## src/rtl/video_pkg.sv

```systemverilog
// ============================================================================
// Module      : video_pkg
// Description : Shared state encoding and default geometry for line capture.
// Revision    : 1.0
// ============================================================================
`default_nettype none

package video_pkg;

    localparam int unsigned ADDR_WIDTH_DEF = 11;
    localparam int unsigned HACTIVE_DEF    = 640;
    localparam int unsigned VACTIVE_DEF    = 480;

    // A pixel strictly darker than the threshold is a pupil candidate
    localparam bit DARK_BELOW_THRESHOLD = 1'b1;

    typedef enum logic [2:0] {
        ST_IDLE      = 3'd0,
        ST_WAIT_LINE = 3'd1,
        ST_ACTIVE    = 3'd2,
        ST_WRITE     = 3'd3,
        ST_DONE      = 3'd4
    } state_t;

endpackage

`default_nettype wire

```

## src/rtl/video_line_capture_delay.sv

```systemverilog
// ============================================================================
// Module      : video_line_capture_delay
// Description : One-cycle register stage with asynchronous active-low reset.
// Revision    : 1.0
// ============================================================================
`default_nettype none

module video_line_capture_delay #(
    parameter int WIDTH = 8
) (
    input  logic             clk,
    input  logic             rst_n,
    input  logic [WIDTH-1:0] i_d,
    output logic [WIDTH-1:0] o_q
);

    logic [WIDTH-1:0] data_q;
    logic [WIDTH-1:0] data_d;

    always_comb data_d = i_d;

    always_ff @(posedge clk or negedge rst_n) begin
        if (!rst_n) data_q <= '0;
        else        data_q <= data_d;
    end

    assign o_q = data_q;

endmodule

`default_nettype wire

```

## src/rtl/video_line_capture_sync_edge_detect.sv

```systemverilog
// ============================================================================
// Module      : sync_edge_detect
// Description : Registers a 1-bit input and flags rising/falling edges of
//               the registered level.
// Revision    : 1.0
// ============================================================================
`default_nettype none

module sync_edge_detect (
    input  logic clk,
    input  logic rst_n,
    input  logic i_sig,
    output logic o_level,
    output logic o_rise,
    output logic o_fall
);

    logic sig_q;
    logic sig_d;
    logic prev_q;
    logic prev_d;

    always_comb begin
        sig_d  = i_sig;
        prev_d = sig_q;
    end

    always_ff @(posedge clk or negedge rst_n) begin
        if (!rst_n) begin
            sig_q  <= 1'b0;
            prev_q <= 1'b0;
        end else begin
            sig_q  <= sig_d;
            prev_q <= prev_d;
        end
    end

    assign o_level = sig_q;
    assign o_rise  = sig_q & ~prev_q;
    assign o_fall  = ~sig_q & prev_q;

endmodule

`default_nettype wire

```

## src/rtl/video_line_capture.sv

```systemverilog
// ============================================================================
// Module      : video_line_capture
// Description : Thresholds camera lines into 1-bit-per-pixel words, writes them
//               to line memory and reports per-frame dark statistics.
// Revision    : 1.0
// ============================================================================
`default_nettype none

module video_line_capture
    import video_pkg::*;
#(
    parameter int ADDR_WIDTH  = ADDR_WIDTH_DEF,
    parameter int HACTIVE     = HACTIVE_DEF,
    parameter int VACTIVE     = VACTIVE_DEF,
    parameter int PIXEL_WIDTH = 8,
    parameter int COUNT_WIDTH = 20
) (
    input  logic                   VCLK,
    input  logic                   RST_N,
    input  logic                   iVSYNC,
    input  logic                   iHSYNC,
    input  logic                   iDE,
    input  logic [PIXEL_WIDTH-1:0] iPIXEL,
    input  logic [PIXEL_WIDTH-1:0] iTHRESHOLD,
    input  logic                   iCAPTURE_EN,
    output logic                   oLINE_WE,
    output logic [ADDR_WIDTH-1:0]  oLINE_ADDR,
    output logic [HACTIVE-1:0]     oLINE_DATA,
    output logic [ADDR_WIDTH-1:0]  oH_ADDR,
    output logic [ADDR_WIDTH-1:0]  oV_ADDR,
    output logic                   oFRAME_DONE,
    output logic                   oFRAME_ERR,
    output logic                   oOVERRUN,
    output logic [COUNT_WIDTH-1:0] oDARK_COUNT
);

    localparam logic [ADDR_WIDTH-1:0] c_hactive = ADDR_WIDTH'(HACTIVE);
    localparam logic [ADDR_WIDTH-1:0] c_vlast   = ADDR_WIDTH'(VACTIVE - 1);

    state_t                 state_q, state_d;
    logic [ADDR_WIDTH-1:0]  h_q, h_d;
    logic [ADDR_WIDTH-1:0]  v_q, v_d;
    logic [HACTIVE-1:0]     line_q, line_d;
    logic [COUNT_WIDTH-1:0] acc_q, acc_d;
    logic [COUNT_WIDTH-1:0] dark_count_q, dark_count_d;
    logic                   overrun_q, overrun_d;
    logic                   frame_err_q, frame_err_d;

    logic                   w_vs_rise, w_vs_fall, w_vs_level;
    logic                   w_de_rise, w_de_fall, w_de_level;
    logic [PIXEL_WIDTH-1:0] w_pix, w_thr;
    logic                   w_cap;
    logic                   w_dark;
    logic                   w_accept;
    logic                   w_restart;
    logic [ADDR_WIDTH-1:0]  w_idx;
    logic                   w_unused;

    sync_edge_detect u_vsync_edge (
        .clk     (VCLK),
        .rst_n   (RST_N),
        .i_sig   (iVSYNC),
        .o_level (w_vs_level),
        .o_rise  (w_vs_rise),
        .o_fall  (w_vs_fall)
    );

    sync_edge_detect u_de_edge (
        .clk     (VCLK),
        .rst_n   (RST_N),
        .i_sig   (iDE),
        .o_level (w_de_level),
        .o_rise  (w_de_rise),
        .o_fall  (w_de_fall)
    );

    video_line_capture_delay #(
        .WIDTH (2 * PIXEL_WIDTH + 1)
    ) u_in_stage (
        .clk   (VCLK),
        .rst_n (RST_N),
        .i_d   ({iCAPTURE_EN, iTHRESHOLD, iPIXEL}),
        .o_q   ({w_cap, w_thr, w_pix})
    );

    assign w_dark   = DARK_BELOW_THRESHOLD ? (w_pix < w_thr) : (w_pix >= w_thr);
    assign w_unused = ^{iHSYNC, w_vs_fall, w_vs_level};

    always_ff @(posedge VCLK or negedge RST_N) begin
        if (!RST_N) begin
            state_q      <= ST_IDLE;
            h_q          <= '0;
            v_q          <= '0;
            line_q       <= '0;
            acc_q        <= '0;
            dark_count_q <= '0;
            overrun_q    <= 1'b0;
            frame_err_q  <= 1'b0;
        end else begin
            state_q      <= state_d;
            h_q          <= h_d;
            v_q          <= v_d;
            line_q       <= line_d;
            acc_q        <= acc_d;
            dark_count_q <= dark_count_d;
            overrun_q    <= overrun_d;
            frame_err_q  <= frame_err_d;
        end
    end

    always_comb begin
        state_d      = state_q;
        h_d          = h_q;
        v_d          = v_q;
        line_d       = line_q;
        acc_d        = acc_q;
        dark_count_d = dark_count_q;
        overrun_d    = overrun_q;
        frame_err_d  = 1'b0;
        w_accept     = 1'b0;
        w_restart    = 1'b0;
        w_idx        = '0;

        case (state_q)
            ST_IDLE: begin
                if (w_vs_rise) w_restart = 1'b1;
            end
            ST_WAIT_LINE: begin
                if (w_vs_rise) begin
                    frame_err_d = 1'b1;
                    w_restart   = 1'b1;
                end else if (w_de_rise) begin
                    // The rising-edge cycle already carries pixel 0
                    state_d  = ST_ACTIVE;
                    line_d   = '0;
                    w_accept = 1'b1;
                end
            end
            ST_ACTIVE: begin
                if (w_vs_rise) begin
                    frame_err_d = 1'b1;
                    w_restart   = 1'b1;
                end else begin
                    if (w_de_level) begin
                        if (h_q < c_hactive) begin
                            w_accept = 1'b1;
                            w_idx    = h_q;
                        end else begin
                            overrun_d = 1'b1;
                        end
                    end
                    if (w_de_fall) state_d = ST_WRITE;
                end
            end
            ST_WRITE: begin
                v_d = v_q + 1'b1;
                if (w_vs_rise) begin
                    frame_err_d = 1'b1;
                    w_restart   = 1'b1;
                end else if (v_q == c_vlast) begin
                    state_d = ST_DONE;
                end else begin
                    state_d = ST_WAIT_LINE;
                end
            end
            ST_DONE: begin
                dark_count_d = acc_q;
                h_d          = '0;
                v_d          = '0;
                state_d      = ST_IDLE;
                if (w_vs_rise) w_restart = 1'b1;
            end
            default: begin
                state_d = ST_IDLE;
            end
        endcase

        if (w_accept) begin
            for (int i = 0; i < HACTIVE; i++) begin
                if (w_idx == ADDR_WIDTH'(i)) line_d[i] = w_dark;
            end
            h_d = w_idx + 1'b1;
            if (w_dark && (acc_q != '1)) acc_d = acc_q + 1'b1;
        end

        // Any VSYNC edge outside DONE opens a new frame if capture is armed
        if (w_restart) begin
            h_d = '0;
            v_d = '0;
            if (w_cap) begin
                state_d   = ST_WAIT_LINE;
                acc_d     = '0;
                overrun_d = 1'b0;
            end else begin
                state_d = ST_IDLE;
            end
        end
    end

    assign oLINE_WE    = (state_q == ST_WRITE);
    assign oLINE_ADDR  = (state_q == ST_WRITE) ? v_q : '0;
    assign oLINE_DATA  = line_q;
    assign oH_ADDR     = (state_q == ST_IDLE) ? '0 : h_q;
    assign oV_ADDR     = (state_q == ST_IDLE) ? '0 : v_q;
    assign oFRAME_DONE = (state_q == ST_DONE);
    assign oFRAME_ERR  = frame_err_q;
    assign oOVERRUN    = overrun_q;
    assign oDARK_COUNT = dark_count_q;

endmodule

`default_nettype wire

```

## config.mk

```make
export PLATFORM = sky130hd
export DESIGN_NAME = video_line_capture
export DESIGN_NICKNAME = d
export VERILOG_FILES = /design/src/rtl/video_pkg.sv /design/src/rtl/video_line_capture_delay.sv /design/src/rtl/video_line_capture_sync_edge_detect.sv /design/src/rtl/video_line_capture.sv
export SDC_FILE = /design/constraint.sdc
export NUM_CORES = 1
export LEC_CHECK = 0
export ABC_AREA = 1
export CAP_MARGIN = 20
export CORE_MARGIN = 5
export CORE_UTILIZATION = 47
export CTS_BUF_LIST = sky130_fd_sc_hd__clkbuf_4
export DETAILED_ROUTE_END_ITERATION = 8
export PLACE_DENSITY = 0.75
export SYNTH_ARGS = -nofsm -noshare
export SYNTH_HDL_FRONTEND = slang
export SYNTH_HIERARCHICAL = 1
export SYNTH_SLANG_ARGS = --single-unit
export TNS_END_PERCENT = 1
```

## constraint.sdc

```tcl
create_clock -name VCLK -period 5.5 [get_ports VCLK]
set_input_delay 1.1 -clock VCLK [delete_from_list [all_inputs] [get_ports VCLK]]
set_output_delay 1.1 -clock VCLK [all_outputs]
set_load 0.05 [all_outputs]
```

After elaboration in Yosys (flattened, before gate mapping)
Cells that the tools add are included.
{"block": "totals", "output_inout_bits": 697, "regBits": 728, "inputBits": 22, "elab_cells": 1367}
{"block": "op_classes", "bitwise_logic": 6, "n_eq_ne": 651, "n_lt_le_gt_ge": 2, "mux": 684, "addsub": 3, "reduce_logical": 8}
{"cell": "equality test 11 x 9 -> 1 bit (second input constant)", "n": 257}
{"cell": "two-way mux 640 bit", "n": 4}
{"cell": "equality test 11 x 10 -> 1 bit (second input constant)", "n": 128}
{"cell": "equality test 11 x 8 -> 1 bit (second input constant)", "n": 128}
{"cell": "equality test 11 x 7 -> 1 bit (second input constant)", "n": 64}
{"cell": "two-way mux 1 bit", "n": 655}
{"cell": "equality test 11 x 6 -> 1 bit (second input constant)", "n": 32}
{"cell": "equality test 11 x 5 -> 1 bit (second input constant)", "n": 16}
{"cell": "two-way mux 11 bit", "n": 11}
{"cell": "equality test 11 x 4 -> 1 bit (second input constant)", "n": 8}
{"cell": "two-way mux 20 bit", "n": 4}
{"cell": "equality test 11 x 3 -> 1 bit (second input constant)", "n": 4}
{"cell": "adder 11 x 1 -> 11 bit (second input constant)", "n": 2}
{"cell": "equality test 11 x 2 -> 1 bit (second input constant)", "n": 2}
{"cell": "one-hot mux 11 bit (2 select lines)", "n": 1}
{"cell": "two-way mux 3 bit", "n": 7}
{"cell": "adder 20 x 1 -> 20 bit (second input constant)", "n": 1}
{"cell": "inequality test 20 bit (second input constant)", "n": 1}
{"cell": "one-hot mux 3 bit (4 select lines)", "n": 1}
{"cell": "equality test 11 x 1 -> 1 bit (second input constant)", "n": 1}
{"cell": "zero test 11 bit", "n": 1}
{"cell": "less-than comparator 11 x 10 -> 1 bit (second input constant)", "n": 1}
{"cell": "inequality test 3 bit (second input constant)", "n": 3}
{"cell": "less-than comparator 8 bit", "n": 1}
{"cell": "14 further kinds", "n": 21}

Depth between registers and ports, before layout
{"block": "depth", "ltp_word": 8, "depth_mapped": 16, "ltp_nobuf": 15}

Hierarchy
Netlist, hierarchy kept.
{"module": "video_line_capture", "area_each_um2": 33000.4, "cells_each": 4178, "n_inst": 1, "seq_area_each_um2": 17692.0}
{"module": "video_line_capture_delay", "area_each_um2": 425.4, "cells_each": 17, "n_inst": 1, "seq_area_each_um2": 425.4}
{"module": "sync_edge_detect", "area_each_um2": 65.1, "cells_each": 6, "n_inst": 2, "seq_area_each_um2": 50.0}

Worst setup path after synthesis
Ideal clock, no wire load.
{"block": "synth_timing", "kind": "register to output", "from": "register state_q[2]", "to": "output port oLINE_ADDR[0]", "path_stages_with_launch": 7, "path_buffers": 1, "t_required_ns": 4.400, "path_slack_ns": 1.819, "arrival_ns": 2.581, "cell_sequence": "dfrtp_1 > inv_2 > nand2_1 > nor2_1 > inv_1 > clkbuf_1 > nor2_1"}
{"block": "synth_between", "elab_chain_len": 2}
{"element": "start, declared", "line": "video_line_capture.sv:40", "source": "state_t state_q, state_d;"}
{"element": "start signal, assigned", "line": "video_line_capture.sv:100", "source": "state_q <= state_d;"}
{"element": "equality test 3 x 2 -> 1 bit"}
{"element": "net oLINE_WE", "line": "video_line_capture.sv:26", "source": "output logic oLINE_WE,"}
{"element": "two-way mux 11 bit", "line": "video_line_capture.sv:201", "source": "assign oLINE_ADDR = (state_q == ST_WRITE) ? v_q : '0;"}
{"element": "end, declared", "line": "video_line_capture.sv:27", "source": "output logic [ADDR_WIDTH-1:0] oLINE_ADDR,"}
The timed path passes the listed nets, and every way through them passes these cells.

Worst setup path after layout
{"block": "layout_timing", "from": "register state_q[2]", "to": "output port oLINE_ADDR[10]"}
{"block": "layout_between", "elab_chain_len": 2}
{"element": "equality test 3 x 2 -> 1 bit", "line": "video_line_capture.sv:201"}
{"element": "two-way mux 11 bit", "line": "video_line_capture.sv:201"}
Every way passes these cells.

==> results.cfg <==
[run_status]
outcome = finished clean

[sta]
finalHoldViolations = 0
setup_tns_ps = 0
period_needed_ps = 4600
holdWs_ps = 162
worstMarginPinSlew_ps = 1270
slew_headroom = 0.151
fin_ws_ps = 903
rsz0062_at_grt = no
finClkSkew_ps = 95.1
setup_viol = 0
max_freq_ghz = 0.218
final_max_slew_viol_count = 0
fin_crit_sh = 0.836

[pwr]
p_int_w = 0.00795
peakVddDrop_uv = 164
power_leakage_nw = 18.4
clockPowerShare = 0.453
power.total_w = 0.0107
p_sw_w = 0.00274
power_frac_comb = 0.044
p_seq_frac = 0.504
sw_frac_of_total = 0.256
power_density_nw_per_um2 = 244

[die]
initial_utilization = 0.472
row_count = 98
die_area_um2 = 76800
die_w_um = 277
core-area_um2 = 71100
die_h_um = 277
ios = 719

[drt]
maxUsedRoutingLayer = met4
antenna_left = 0
first_pass_iters = 8
drtIter0Drc = 3350
vias = 33296
wl_met1_um = 52100
dr_wl_met2_um = 61500
wire_per_inst_um = 22.6
wl_met3_um = 12600
drt_wl_total_um = 135000
drc_errors = 0
vias_per_cell = 5.58

[cts]
cts_hold_buf = 0
insertion_delay_ps = 1050
cts_tree = built
path_clk_slew_ps = 60
cts.htree.levels = 4
root_buffer = clkbuf_4
postCtsSetupRepairBufs = 0
cts.sink_count = 728
cts_resized = 0
cts_buffers = 192
clockBufferDepth = 3

[global_routing]
antenna_found_initial = 4
grt_pass1_vias = 31757
grt_start_max_net_pins = 261
grt_pass1_wl_um = 200000
grt_use_total = 0.338
overflow = 0

[synth]
yosysWarningCount = 6
syn_area_per_cell_um2 = 7.98
syn_inst = 4205
synth_area_um2 = 33500
synth_fp_nets = 4240

[cells_and_area]
drive_gt1_frac = 0.0840
num-fill-cells = 6217
area_growth_pct = 30.5
layout_commonest_cell = nand2_1
multiInputGateArea_um2 = 13400
fin_util = 0.616
layout_common_cells = 1024 x nand2_1, 728 x dfrtp_1, 716 x clkdlybuf4s50_1
nets = 4921
seq_area_um2 = 18200

[placement]
place_ws_ps = 1610
placement.io_buffers = 717
gp_congestion = 0.899
dp_hpwl_um = 85800

[setup_path]
critPathLaunchType = register
worst_path_dominant_cell_family = buffers and inverters
crit_type = reg2out
endpoint_kind = primary output
crit_buf_inv = 3
cp.required_ps = 4400
critPathArrivalTime_ps = 3500
path_common_cell = nor2_1
slowest_delay_ps = 870
path_cells = inv_2 -> nand2_1 -> nor2_1 -> inv_1 -> nor2_1 -> clkdlybuf4s50_1
worst-path-max-fanout = 15
r2r_setup_slack_ps = 1510
cpMaxStageDelayCell = clkdlybuf4s50_1

[flow_run]
max_cap_viol_count = 0

[min_path]
hold_path.class = in2async
==> sequential cells by signal (all words and copies together) (netlist names) <==
register and cells:
acc_q 20, h_q 11, oDARK_COUNT 20, oFRAME_ERR 1
oLINE_DATA 640, oOVERRUN 1, state_q 3, u_de_edge/o_level 1
u_de_edge/prev_q 1, u_in_stage/o_q 17, u_vsync_edge/o_level 1, u_vsync_edge/prev_q 1
v_q 11
==> layer usage <==
| metal | track usage | vias to the layer above |
|---|---|---|
| met5 | 0 | - |
| met4 | 0.189 | 0 |
| met3 | 0.0944 | 402 |
| met2 | 0.526 | 1779 |
| met1 | 0.429 | 15959 |
| li1 | - | 15156 |
==> layout make-up <==
type / instances / area share
clock buffers: 281 / 0.0482
multi-input cells: 2952 / 0.305
flip-flops and latches: 728 / 0.416
inverters: 256 / 0.0224
well taps: 950 / 0.0271
clock inverters: 40 / 0.00686
repair buffers: 756 / 0.174
diodes: 3 / 0.000171
==> power groups by stage <==
stage	Combinational [W]	Clock [W]	Sequential [W]
final	0.000466	0.00484	0.00538
after floorplan	0.000208	0	0.00549
after global placement	0.000466	0	0.00548
after CTS	0.000467	0.00492	0.00538
after global routing	0.000508	0.00523	0.00538
after detailed placement	0.000467	0	0.00548
==> through the flow <==
| step | cells | instance area, µm² |
|---|---|---|
| floorplan | 4205 | 33500 |
| global placement | 5640 | 41400 |
| detailed placement | 5642 | 41400 |
| CTS | 5963 | 43800 |
| global route | 5965 | 43800 |
| finish | 5966 | 43800 |
==> worst reg2reg max path: cells and delay by family (launching register included) <==
family / cells / cell delay, ps
AOI/OAI and AO/OA: 1 / 90
adders and majority gates: 1 / 270
buffers and inverters: 4 / 680
DFF: 1 / 340
and+or+nand+nor: 9 / 2530
==> path summary, 6_finish.rpt <==
path / cells past startpoint / end / start
worst max-delay path: 6 / oLINE_ADDR[10] / state_q[2]$_DFFE_PN0P_
worst min-delay path: 1 / oLINE_DATA[356]$_DFF_PN0_ / RST_N
worst max register to register: 15 / oLINE_DATA[34]$_DFF_PN0_ / u_vsync_edge/o_level$_DFF_PN0_
worst min register to register: 0 / u_vsync_edge/prev_q$_DFF_PN0_ / u_vsync_edge/o_level$_DFF_PN0_
max in group asynchronous: 2 / oLINE_DATA[405]$_DFF_PN0_ / RST_N
min in group VCLK: 0 / u_vsync_edge/prev_q$_DFF_PN0_ / u_vsync_edge/o_level$_DFF_PN0_
Power figures use the tool's default switching activity.
